`config.mk`:
```
export PLATFORM = sky130hd
export DESIGN_NAME = spi_slave_xfer_flat
export DESIGN_NICKNAME = d
export VERILOG_FILES = /design/src/rtl/spi_slave_xfer_if.sv /design/src/rtl/spi_slave_xfer.sv /design/src/flat_wrapper.sv
export SDC_FILE = /design/constraint.sdc
export NUM_CORES = 1
export LEC_CHECK = 0
export BUFFER_PORTS_ARGS = -buffer_cell sky130_fd_sc_hd__buf_2
export CAP_MARGIN = 20
export CORE_ASPECT_RATIO = 2
export CORE_MARGIN = 10
export CORE_UTILIZATION = 45
export CTS_BUF_LIST = sky130_fd_sc_hd__clkbuf_4
export DETAILED_ROUTE_END_ITERATION = 6
export HOLD_SLACK_MARGIN = 0.08
export PLACE_DENSITY = 0.67
export SLEW_MARGIN = 20
export SYNTH_ARGS = -nofsm -noshare
export SYNTH_HDL_FRONTEND = slang
export SYNTH_SLANG_ARGS = --single-unit
export TNS_END_PERCENT = 10
```
`constraint.sdc`:
```
create_clock -name clk -period 1.8 [get_ports clk]
set_input_delay 0.27 -clock clk [delete_from_list [all_inputs] [get_ports clk]]
set_output_delay 0.27 -clock clk [all_outputs]
set_load 0.05 [all_outputs]
```
`src/rtl/spi_slave_xfer_if.sv`:
```
// Client-side bus of the SPI responder: TX staging handshake, RX strobe and status.
interface spi_slave_xfer_if #(
    parameter int DATA_W = 8
);
    logic [DATA_W-1:0] tx_data;
    logic              tx_valid;
    logic              tx_ready;
    logic [DATA_W-1:0] rx_data;
    logic              rx_valid;
    logic              underrun;
    logic              frame_err;
    logic              busy;

    modport master (
        output tx_data, tx_valid,
        input  tx_ready, rx_data, rx_valid, underrun, frame_err, busy
    );

    modport slave (
        input  tx_data, tx_valid,
        output tx_ready, rx_data, rx_valid, underrun, frame_err, busy
    );
endinterface

```
`src/rtl/spi_slave_xfer.sv`:
```
// SPI mode-0 responder: oversamples the SPI pins, shifts a staged word out on MISO
// and captures MOSI, with multi-word frames inside one CSN-low window.
module spi_slave_xfer #(
    parameter int DATA_W      = 8,
    parameter int SYNC_STAGES = 2
) (
    input  logic            clk,
    input  logic            rst,
    spi_slave_xfer_if.slave bus,
    input  logic            SPI_sclk,
    input  logic            SPI_csn,
    input  logic            SPI_mosi,
    output logic            SPI_miso,
    output logic            SPI_miso_oe
);
    localparam int CNT_W = $clog2(DATA_W + 1);
    localparam logic [CNT_W-1:0] CNT_LAST = CNT_W'(DATA_W - 1);
    localparam logic [CNT_W-1:0] CNT_FULL = CNT_W'(DATA_W);

    localparam logic [1:0] IDLE  = 2'd0;
    localparam logic [1:0] LOAD  = 2'd1;
    localparam logic [1:0] SHIFT = 2'd2;

    logic [SYNC_STAGES-1:0] sclk_sync_reg;
    logic [SYNC_STAGES-1:0] csn_sync_reg;
    logic [SYNC_STAGES-1:0] mosi_sync_reg;
    logic                   sclk_d_reg;
    logic                   csn_d_reg;

    logic [1:0]        state_reg;
    logic [DATA_W-1:0] hold_reg;
    logic              hold_full_reg;
    logic [DATA_W-1:0] tx_shift_reg;
    logic [DATA_W-1:0] rx_shift_reg;
    logic [CNT_W-1:0]  bit_cnt_reg;
    logic [DATA_W-1:0] rx_data_reg;
    logic              rx_valid_reg;
    logic              underrun_reg;
    logic              frame_err_reg;
    logic              miso_reg;
    logic              miso_oe_reg;

    logic sclk_s, csn_s, mosi_s;
    logic sclk_rise, sclk_fall, csn_fall, csn_rise;
    logic hold_write, load_fire;

    // Cleared csn sync flops mean a frame already in progress at reset release
    // never produces a falling edge, so the FSM waits for a fresh select.
    always_ff @(posedge clk or posedge rst) begin
        if (rst) begin
            sclk_sync_reg <= '0;
            csn_sync_reg  <= '0;
            mosi_sync_reg <= '0;
            sclk_d_reg    <= 1'b0;
            csn_d_reg     <= 1'b0;
        end else begin
            sclk_sync_reg <= {sclk_sync_reg[SYNC_STAGES-2:0], SPI_sclk};
            csn_sync_reg  <= {csn_sync_reg[SYNC_STAGES-2:0], SPI_csn};
            mosi_sync_reg <= {mosi_sync_reg[SYNC_STAGES-2:0], SPI_mosi};
            sclk_d_reg    <= sclk_s;
            csn_d_reg     <= csn_s;
        end
    end

    assign sclk_s    = sclk_sync_reg[SYNC_STAGES-1];
    assign csn_s     = csn_sync_reg[SYNC_STAGES-1];
    assign mosi_s    = mosi_sync_reg[SYNC_STAGES-1];
    assign sclk_rise = sclk_s & ~sclk_d_reg;
    assign sclk_fall = ~sclk_s & sclk_d_reg;
    assign csn_fall  = ~csn_s & csn_d_reg;
    assign csn_rise  = csn_s & ~csn_d_reg;

    assign hold_write = bus.tx_valid & ~hold_full_reg;
    assign load_fire  = (state_reg == LOAD) & ~csn_rise & hold_full_reg;

    always_ff @(posedge clk or posedge rst) begin
        if (rst) begin
            hold_reg      <= '0;
            hold_full_reg <= 1'b0;
        end else if (hold_write) begin
            hold_reg      <= bus.tx_data;
            hold_full_reg <= 1'b1;
        end else if (load_fire) begin
            hold_full_reg <= 1'b0;
        end
    end

    always_ff @(posedge clk or posedge rst) begin
        if (rst) begin
            state_reg     <= IDLE;
            tx_shift_reg  <= '0;
            rx_shift_reg  <= '0;
            bit_cnt_reg   <= '0;
            rx_data_reg   <= '0;
            rx_valid_reg  <= 1'b0;
            underrun_reg  <= 1'b0;
            frame_err_reg <= 1'b0;
            miso_oe_reg   <= 1'b0;
        end else begin
            rx_valid_reg  <= 1'b0;
            underrun_reg  <= 1'b0;
            frame_err_reg <= 1'b0;
            case (state_reg)
                IDLE: begin
                    miso_oe_reg <= 1'b0;
                    if (csn_fall) state_reg <= LOAD;
                end
                LOAD: begin
                    if (csn_rise) begin
                        miso_oe_reg <= 1'b0;
                        state_reg   <= IDLE;
                    end else begin
                        tx_shift_reg <= hold_full_reg ? hold_reg : '0;
                        underrun_reg <= ~hold_full_reg;
                        bit_cnt_reg  <= '0;
                        miso_oe_reg  <= 1'b1;
                        state_reg    <= SHIFT;
                    end
                end
                SHIFT: begin
                    if (csn_rise) begin
                        miso_oe_reg <= 1'b0;
                        state_reg   <= IDLE;
                        if (bit_cnt_reg != '0 && bit_cnt_reg != CNT_FULL)
                            frame_err_reg <= 1'b1;
                    end else if (sclk_rise) begin
                        rx_shift_reg <= {rx_shift_reg[DATA_W-2:0], mosi_s};
                        bit_cnt_reg  <= bit_cnt_reg + CNT_W'(1);
                        if (bit_cnt_reg == CNT_LAST) begin
                            rx_data_reg  <= {rx_shift_reg[DATA_W-2:0], mosi_s};
                            rx_valid_reg <= 1'b1;
                        end
                    end else if (sclk_fall) begin
                        if (bit_cnt_reg == CNT_FULL)
                            state_reg <= LOAD;
                        else
                            tx_shift_reg <= {tx_shift_reg[DATA_W-2:0], 1'b0};
                    end
                end
                default: begin
                    miso_oe_reg <= 1'b0;
                    state_reg   <= IDLE;
                end
            endcase
        end
    end

    always_ff @(posedge clk or posedge rst) begin
        if (rst) miso_reg <= 1'b0;
        else     miso_reg <= tx_shift_reg[DATA_W-1];
    end

    assign bus.tx_ready  = ~hold_full_reg;
    assign bus.rx_data   = rx_data_reg;
    assign bus.rx_valid  = rx_valid_reg;
    assign bus.underrun  = underrun_reg;
    assign bus.frame_err = frame_err_reg;
    assign bus.busy      = (state_reg != IDLE);
    assign SPI_miso      = miso_reg;
    assign SPI_miso_oe   = miso_oe_reg;
endmodule

```
`src/flat_wrapper.sv`:
```
// flat-port wrapper written by rule: the top's interface ports become plain ports
module spi_slave_xfer_flat 
#(
    parameter int DATA_W      = 8,
    parameter int SYNC_STAGES = 2
)
  (clk, rst, SPI_sclk, SPI_csn, SPI_mosi, SPI_miso, SPI_miso_oe, bus_tx_data, bus_tx_valid, bus_tx_ready, bus_rx_data, bus_rx_valid, bus_underrun, bus_frame_err, bus_busy);
  spi_slave_xfer_if #(.DATA_W(DATA_W)) bus_i ();
  input  logic clk;
  input  logic rst;
  input  logic SPI_sclk;
  input  logic SPI_csn;
  input  logic SPI_mosi;
  output logic SPI_miso;
  output logic SPI_miso_oe;
  input wire logic [$bits(bus_i.tx_data)-1:0] bus_tx_data;
  input wire logic [$bits(bus_i.tx_valid)-1:0] bus_tx_valid;
  output wire logic [$bits(bus_i.tx_ready)-1:0] bus_tx_ready;
  output wire logic [$bits(bus_i.rx_data)-1:0] bus_rx_data;
  output wire logic [$bits(bus_i.rx_valid)-1:0] bus_rx_valid;
  output wire logic [$bits(bus_i.underrun)-1:0] bus_underrun;
  output wire logic [$bits(bus_i.frame_err)-1:0] bus_frame_err;
  output wire logic [$bits(bus_i.busy)-1:0] bus_busy;
  assign bus_i.tx_data = bus_tx_data;
  assign bus_i.tx_valid = bus_tx_valid;
  assign bus_tx_ready = bus_i.tx_ready;
  assign bus_rx_data = bus_i.rx_data;
  assign bus_rx_valid = bus_i.rx_valid;
  assign bus_underrun = bus_i.underrun;
  assign bus_frame_err = bus_i.frame_err;
  assign bus_busy = bus_i.busy;
  spi_slave_xfer #(.DATA_W(DATA_W), .SYNC_STAGES(SYNC_STAGES)) u_core (.clk(clk), .rst(rst), .bus(bus_i), .SPI_sclk(SPI_sclk), .SPI_csn(SPI_csn), .SPI_mosi(SPI_mosi), .SPI_miso(SPI_miso), .SPI_miso_oe(SPI_miso_oe));
endmodule
```
Word-level counts from Yosys, hierarchy flattened
Index checks and enable logic that the tools add are counted.
Widths: inputs -> output; s select.
{"block": "totals", "word_cells": 90, "input_bits": 14, "reg_bits": 51}
{"block": "classes", "eq_ne": 16, "muxes": 32, "reduce_logical": 11, "add_sub_neg": 1, "bitwise": 13}
{"cell": "$mux 8", "count": 6}
{"cell": "$pmux 8 s2", "count": 1}
{"cell": "$mux 1", "count": 13}
{"cell": "$mux 2", "count": 6}
{"cell": "$mux 4", "count": 3}
{"cell": "$reduce_and 4->1", "count": 3}
{"cell": "$ne 2x1->1 const B", "count": 4}
{"cell": "$ne 2x2->1 const B", "count": 4}
{"cell": "$pmux 4 s2", "count": 1}
{"cell": "$and 1x1->1", "count": 7}
{"cell": "$ne 3x1->1 const B", "count": 2}
{"cell": "$not 1->1", "count": 6}
{"cell": "$pmux 2 s3", "count": 1}
{"cell": "$reduce_and 6->1", "count": 1}
{"cell": "$reduce_bool 2->1", "count": 3}
{"cell": "$add 4x1->4 const B", "count": 1}
{"cell": "$eq 4x3->1 const B", "count": 1}
{"cell": "$eq 4x4->1 const B", "count": 1}
{"cell": "$ne 4x4->1 const B", "count": 1}
{"cell": "$reduce_bool 4->1", "count": 1}
{"cell": "$ne 3x3->1 const B", "count": 1}
{"cell": "$reduce_and 3->1", "count": 1}
{"cell": "$eq 2x1->1 const B", "count": 1}
{"cell": "$eq 2x2->1 const B", "count": 1}
{"cell": "3 further kinds", "count": 3}

Logic depth before layout (Yosys ltp)
Gate-level depths: netlist of run 1.
{"block": "depth", "ltp_word": 7, "depth_mapped": 6, "mapped_depth_nobuf": 6}

Least setup slack after synthesis of run 1
OpenSTA, ideal clock, no wires.
{"block": "synth_timing", "path_kind": "register to register", "from": "reg u_core.bit_cnt_reg[0]", "to": "reg u_core.tx_shift_reg[1]", "setup_slack_ns": -0.037, "stages_incl_launch_ff": 7, "arrival_time_ns": 1.712, "n_path_buf": 0, "setup_time_ns": 0.125, "cell_sequence": "dfrtp_1 -> inv_1 -> ha_1 -> and3b_1 -> or3_4 -> a21oi_4 -> mux2_2"}
{"block": "synth_via", "elab_chain_cells": 3}
{"element": "start, declared", "line": "spi_slave_xfer.sv:35", "text": "logic [CNT_W-1:0] bit_cnt_reg;"}
{"element": "start signal, assigned", "line": "spi_slave_xfer.sv:128", "text": "bit_cnt_reg <= bit_cnt_reg + CNT_W'(1);"}
{"element": "$eq 4x4->1", "line": "spi_slave_xfer.sv:134", "text": "if (bit_cnt_reg == CNT_FULL)"}
{"element": "$ne 2x2->1 (no line)"}
{"element": "$reduce_and 6->1 (no line)"}
{"element": "end signal, assigned", "line": "spi_slave_xfer.sv:113", "text": "tx_shift_reg <= hold_full_reg ? hold_reg : '0;"}
{"element": "end signal, assigned", "line": "spi_slave_xfer.sv:137", "text": "tx_shift_reg <= {tx_shift_reg[DATA_W-2:0], 1'b0};"}
{"element": "end, declared", "line": "spi_slave_xfer.sv:33", "text": "logic [DATA_W-1:0] tx_shift_reg;"}
Every way passes these cells.
A chain may end at the register's enable or synchronous reset.

Worst setup path in the final report of run 1
{"block": "layout_timing", "from": "reg u_core.bit_cnt_reg[1]", "to": "reg u_core.tx_shift_reg[6]"}
Same word-level chain as after synthesis.

==> impl_metrics.csv, run 1 <==
group,metric,value,unit
detailed_routing,drc,0,
detailed_routing,firstDrtPassIters,6,
hold_path,min_path_type,"in2reg",
yosys,synth-edff-count,0,
final_layout,final_common_cell,"dfrtp_1",
timing,fmax,0.5525,GHz
yosys,ys_async_sr_fraction,1.000,
clock_tree,clkSlewWorstSetupHoldPaths,0.14,ns
pwr,comb_power_share,0.303,
global_route,antenna_found_initial,0,
yosys,yosys_warnings,0,
floorplanning,dieArea,8065,um2
global_route,overflow,0,
clock_tree,cts_tree,"yes",
yosys,synthAdderAreaFrac,0.01172,
global_route,track_usage,0.1024,
status,status,"complete, but fails checks",
yosys,yosysSeqAreaShare,0.5979,
yosys,synth_area_leader_cell,"dfrtp_1",
yosys,syn-num-nets,183,
floorplanning,die_w,68.70,um
pwr,internal-power,0.002231,W
placed_design,port_buffers,28,
yosys,synth_top_area_share,0.5979,
placed_design,dp_hpwl,3053,um
final_layout,final_cells,272,
timing,final-setup-viol-count,5,
detailed_routing,wire_per_inst,14.12,um
placed_design,gp_congestion,0.7960,
critical_path,critical_path.endpoint_type,"flip-flop",
final_layout,layout_common_cells,"dfrtp_1, buf_2, mux2_2",
pwr,pwr-share-clk,0.198,
timing,slew_violations,0,
clock_tree,cts.sinks,51,
global_route,grt_pass1_vias,1551,
run,drv_cap,0,
yosys,ys_seq_elements,51,
clock_tree,cts_buffers,5,
placed_design,dp_worst_setup_slack,-0.07539,ns
final_layout,final_nets,232,
detailed_routing,drt_iter0_markers,61,
yosys,yosys-mux-area-fraction,0.1630,
critical_path,crit_path_start_kind,"flip-flop",
floorplanning,fp-row-count,35,
critical_path,cp-endpoint,"u_core.tx_shift_reg[6]",
final_layout,regArea,1277,um2
pwr,p_leak,1.308,nW
timing,timing.final.ws_setup,-0.01002,ns
floorplanning,die_h,117.4,um
critical_path,crit_start,"u_core.bit_cnt_reg[1]",
timing,skew,0.01740,ns
pwr,sw_frac_of_total,0.3135,
critical_path,required,2.06,ns
yosys,netlist_instances,167,
final_layout,drive_above_1_share,0.4194,
critical_path,slowest_delay,0.38,ns
final_layout,insertedDiodeCount,0,
timing,min_period,1.810,ns
timing,rsz0062_at_grt,"true",
clock_tree,root_buffer,"clkbuf_4",
floorplanning,ioPinCount,29,
critical_path,worstReg2RegEnd,"u_core.tx_shift_reg[6]",
pwr,p_seq_frac,0.499,
clock_tree,cts_buffer_depth,2,
yosys,synth_area_leaders,"dfrtp_1, mux2_2, nand2_1",
floorplanning,initial_utilization,0.4642,
final_layout,area_delta_synth_final,22.27,%
floorplanning,core_area,4598,um2
critical_path,reg2reg_depth,7,
yosys,ys.flop_type,"dfrtp_1",
clock_tree,cts_max_level,2,
yosys,syn_area_per_cell,12.78,um2
yosys,synth_compound_area_frac,0.04865,
critical_path,critPathSlowestCell,"dfrtp_1",
critical_path,critical_path_class,"reg2reg",
yosys,synth_cell_types,34,
timing,final_hold_viol_count,0,
final_layout,multi_input_area,820.8,um2
pwr,vdd_drop_max,1.063,mV
yosys,syn_area,2135,um2
timing,maxSlewHeadroom,0.6775,
placed_design,placedCellCount,259,
global_route,grt_pass1_wl,6762,um
yosys,synthSimpleGateAreaFrac,0.1348,
detailed_routing,wl,3840,um
global_route,grt_max_degree,30,
yosys,synthXorXnorAreaFrac,0.008206,
critical_path,path_cells,"inv_1 > ha_4 > and3b_1 > or3_4 > a21oi_4 > buf_12 > mux2_4",
critical_path,path_max_fanout,7,
status,violations,"setup timing",
detailed_routing,vias,1378,
timing,tightest_slew,0.4831,ns
final_layout,fill_cells,388,
critical_path,reg2reg_slack,-0.01,ns
clock_tree,clk_latency,0.37,ns
timing,post-route-period-util,1.006,
timing,tns,-0.03935,ns
yosys,synth_top_family_by_area,"multiplexers",
detailed_routing,routed_via_density,5.066,
pwr,power_density,1245,nW/um2
critical_path,timing.rr.start,"u_core.bit_cnt_reg[1]",
detailed_routing,postRouteAntennaNets,0,
pwr,p_sw,0.001019,W
critical_path,arrival,2.07,ns
==> cell usage after synthesis, types with 2 or more instances <==
library cell	count
mux2_2	30
ha_1	2
nand3_1	10
nand4_1	2
a21oi_1	4
inv_1	10
clkbuf_1	3
nand2_1	19
a211oi_1	2
nor2b_1	2
buf_6	2
nand2b_1	3
dfrtp_1	51
o21ai_0	2
nor2_1	6
==> routing by layer <==
metal  global-route usage  routed length [um]  vias up
met3              0.03527                 262        6
met2               0.1726                2020       34
met1               0.1135                1508      670
li1                     -                   -      668
met5                    0                   0        -
met4              0.03226                  48        0
==> worst max-delay path: cells and delay by family, from the launching register on <==
kind | cells | cell delay (ns)
flops | 1 | 0.38
compound gates | 1 | 0.15
buf+inv | 2 | 0.21
fa+ha+maj | 1 | 0.16
simple gates | 2 | 0.51
mux | 1 | 0.30
==> power groups by stage <==
| stage | clock network, W | logic (W) | registers (W) |
|---|---|---|---|
| finish | 0.000642 | 0.000985 | 0.00162 |
| global route | 0.000722 | 0.00109 | 0.00166 |
| CTS | 0.000667 | 0.00100 | 0.00162 |
| detailed placement | 0 | 0.000900 | 0.00164 |
| global placement | 0 | 0.000849 | 0.00162 |
| floorplan | 0 | 0.000643 | 0.00163 |
==> worst min path at each step <==
stage	start	to	slack (ns)	cells past startpoint
after floorplan	SPI_csn	u_core.csn_sync_reg[0]	0.30	0
after global routing	bus_tx_data[1]	u_core.hold_reg[1]	0.11	2
after detailed placement	rst	u_core.mosi_sync_reg[1]	0.32	2
final	bus_tx_data[1]	u_core.hold_reg[1]	0.13	2
after CTS	bus_tx_data[4]	u_core.hold_reg[4]	0.12	2
after global placement	rst	u_core.mosi_sync_reg[0]	0.31	2
==> layout make-up <==
type / instances / area share
timing repair buffer: 48 / 0.1246
clock buffer: 5 / 0.01438
clock inverter: 3 / 0.01630
multi-input combinational: 100 / 0.3145
inverter: 10 / 0.01438
tap: 55 / 0.02637
sequential: 51 / 0.4895
==> per-stage QoR <==
stage	total power, W	utilization	area, um2	hold WS (ns)
CTS	0.003292	0.5673	2609	0.1168
global route	0.003479	0.5676	2610	0.1130
floorplan	0.002270	-	2135	0.3014
finish	0.003249	0.5676	2610	0.1317
detailed placement	0.002539	0.5284	2430	0.3218
global placement	0.002471	0.5284	2430	0.3097
==> repair_timing <==
item,CTS,global route
resized for setup,10,1
hold endpoints to repair,25,0
buffers inserted,1,0
pin swaps,1,1
endpoints found under the setup margin,7,8
hold buffers,4,0
==> cell families after synthesis <==
group                    count (synthesis)
multiplexers                            31
buffers and inverters                   16
AO/OA/AOI/OAI                           14
flip-flops                              51
AND/OR/NAND/NOR                         51
adder cells (fa/ha/maj)                  2
XOR/XNOR                                 2
(Power assumes the default switching activity.)
==> run 2, diff against run 1 <==
- PLACE_DENSITY: 0.67 -> not set
- clock period: 1.8 -> 2.3 ns (I/O delays scaled with it)
==> run 2 against run 1 <==
The flow now finishes without violations; routed wire length rose by 0.29%; global-route usage rose by 0.30 points; register-to-register slack improved by 0.25 ns; clock power fell by 21%; cell count fell by 5.1%; first-iteration DRC count rose by 6.6%; worst hold slack got worse by 0.031 ns; total power fell by 26%; die area did not move; critical path depth fell by 3; highest routed layer unchanged.
==> impl_metrics.csv, run 2 (synthesis gave the netlist of run 1 again) <==
group,metric,value,unit
floorplanning,fp-row-count,35,
timing,final_hold_viol_count,0,
final_layout,final_nets,218,
placed_design,gp_congestion,0.7992,
clock_tree,cts_buffers,5,
detailed_routing,postRouteAntennaNets,0,
detailed_routing,firstDrtPassIters,4,
detailed_routing,vias,1339,
pwr,comb_power_share,0.261,
critical_path,critical_path.endpoint_type,"flip-flop",
floorplanning,die_w,68.70,um
critical_path,path_max_fanout,12,
global_route,antenna_found_initial,0,
run,drv_cap,0,
timing,fmax,0.4849,GHz
pwr,p_seq_frac,0.529,
final_layout,insertedDiodeCount,0,
clock_tree,cts_tree,"yes",
timing,tns,0,ns
clock_tree,root_buffer,"clkbuf_4",
hold_path,min_path_type,"in2async",
placed_design,place_area,2327,um2
clock_tree,clk_latency,0.37,ns
final_layout,final_area,2439,um2
pwr,pwr-share-clk,0.211,
placed_design,port_buffers,28,
final_layout,layout_common_cells,"dfrtp_1, mux2_2, buf_2",
global_route,grt_pass1_vias,1486,
final_layout,drive_above_1_share,0.3744,
pwr,internal-power,0.001646,W
critical_path,required,2.56,ns
global_route,grt_pass1_wl,6782,um
pwr,vdd_drop_max,0.7581,mV
timing,rsz0062_at_grt,"false",
timing,post-route-period-util,0.8967,
pwr,sw_frac_of_total,0.3193,
global_route,overflow,0,
clock_tree,cts.sinks,51,
timing,skew,0.01115,ns
clock_tree,postCtsSetupBuffers,0,
final_layout,area_delta_synth_final,14.24,%
floorplanning,initial_utilization,0.4642,
status,status,"finished clean",
global_route,track_usage,0.1054,
timing,slew_violations,0,
final_layout,final_util,0.5303,
floorplanning,die_h,117.4,um
detailed_routing,drc,0,
pwr,power_density,991.5,nW/um2
global_route,grt_max_degree,52,
detailed_routing,routed_via_density,5.190,
critical_path,arrival,2.33,ns
detailed_routing,wire_per_inst,14.93,um
timing,maxSlewHeadroom,0.5860,
pwr,p_leak,1.215,nW
placed_design,dp_hpwl,2999,um
clock_tree,clkSlewWorstSetupHoldPaths,0.15,ns
pwr,p_sw,0.0007720,W
detailed_routing,wl,3851,um
final_layout,final_common_cell,"dfrtp_1",
critical_path,critical_path_class,"reg2reg",
floorplanning,core_area,4598,um2
timing,tightest_slew,0.6211,ns
timing,min_period,2.062,ns
floorplanning,ioPinCount,29,
timing,final-setup-viol-count,0,
clock_tree,cts_buffer_depth,2,
clock_tree,cts_max_level,2,
detailed_routing,drt_iter0_markers,65,
floorplanning,dieArea,8065,um2
critical_path,crit_path_start_kind,"flip-flop",
run 2: cell count changes in the layout (fill, tap and decap cells not counted), moves of 2 or more:
cell    previous run  this run
buf_12             2         0
buf_4             14         3
mux2_2            23        30
mux2_4             7         0
run 2: final cells by class:
type,instances,area (um2)
clock buffers,5,37.54
well taps,55,68.82
flip-flops and latches,51,1276
multi-input cells,100,782.0
inverters,10,37.54
fillers,460,2160
repair buffers,34,192.7
clock inverters,3,43.79
run 2: final timing paths:
check / slack [ns] / depth (start not counted) / from / end
min reg2reg: 0.37 / 0 / u_core.sclk_sync_reg[0] / u_core.sclk_sync_reg[1]
min: 0.10 / 3 / rst / u_core.mosi_sync_reg[1]
min in group clk: 0.20 / 2 / bus_tx_data[5] / u_core.hold_reg[5]
max in group asynchronous: 1.77 / 3 / rst / u_core.bit_cnt_reg[0]
max: 0.24 / 4 / u_core.state_reg[0] / u_core.bus.rx_data[7]
max reg2reg: 0.24 / 4 / u_core.state_reg[0] / u_core.bus.rx_data[7]
run 2: per-stage QoR:
step	setup slack (ns)	std cells	hold WS [ns]	total power (W)
finish	0.2377	258	0.1011	0.002418
CTS	0.1930	258	0.1143	0.002456
floorplan	0.4629	167	0.3312	0.001776
global placement	0.2367	247	0.3329	0.001892
global route	0.04920	258	0.1454	0.002598
detailed placement	0.2198	247	0.3371	0.001939
run 2: power by group through the flow:
stage	logic [W]	clock network [W]	registers, W
3_3_place_gp	0.000609	0	0.00128
4_1_cts	0.000644	0.000530	0.00128
5_1_grt	0.000707	0.000568	0.00132
6_report	0.000630	0.000510	0.00128
2_1_floorplan	0.000503	0	0.00127
3_5_place_dp	0.000638	0	0.00130
run 2: metal layers:
| metal | global-route usage | share of wire |
|---|---|---|
| met3 | 0.03051 | 0.056 |
| met1 | 0.1078 | 0.36 |
| met2 | 0.1813 | 0.56 |
| met4 | 0.05211 | 0.025 |
| met5 | 0 | 0 |
run 2: worst max-delay path: stages, from the launching register on:
cell and delay, ns:
dfrtp_1 0.50, and2b_2 0.41, nand3_4 0.19, nor4_4 0.45
mux2_2 0.41
run 2: what timing repair did:
item | in CTS | in global routing
gates resized for setup | 0 | 0
hold buffers | 3 | 0
endpoints found under the hold margin | 3 | 0
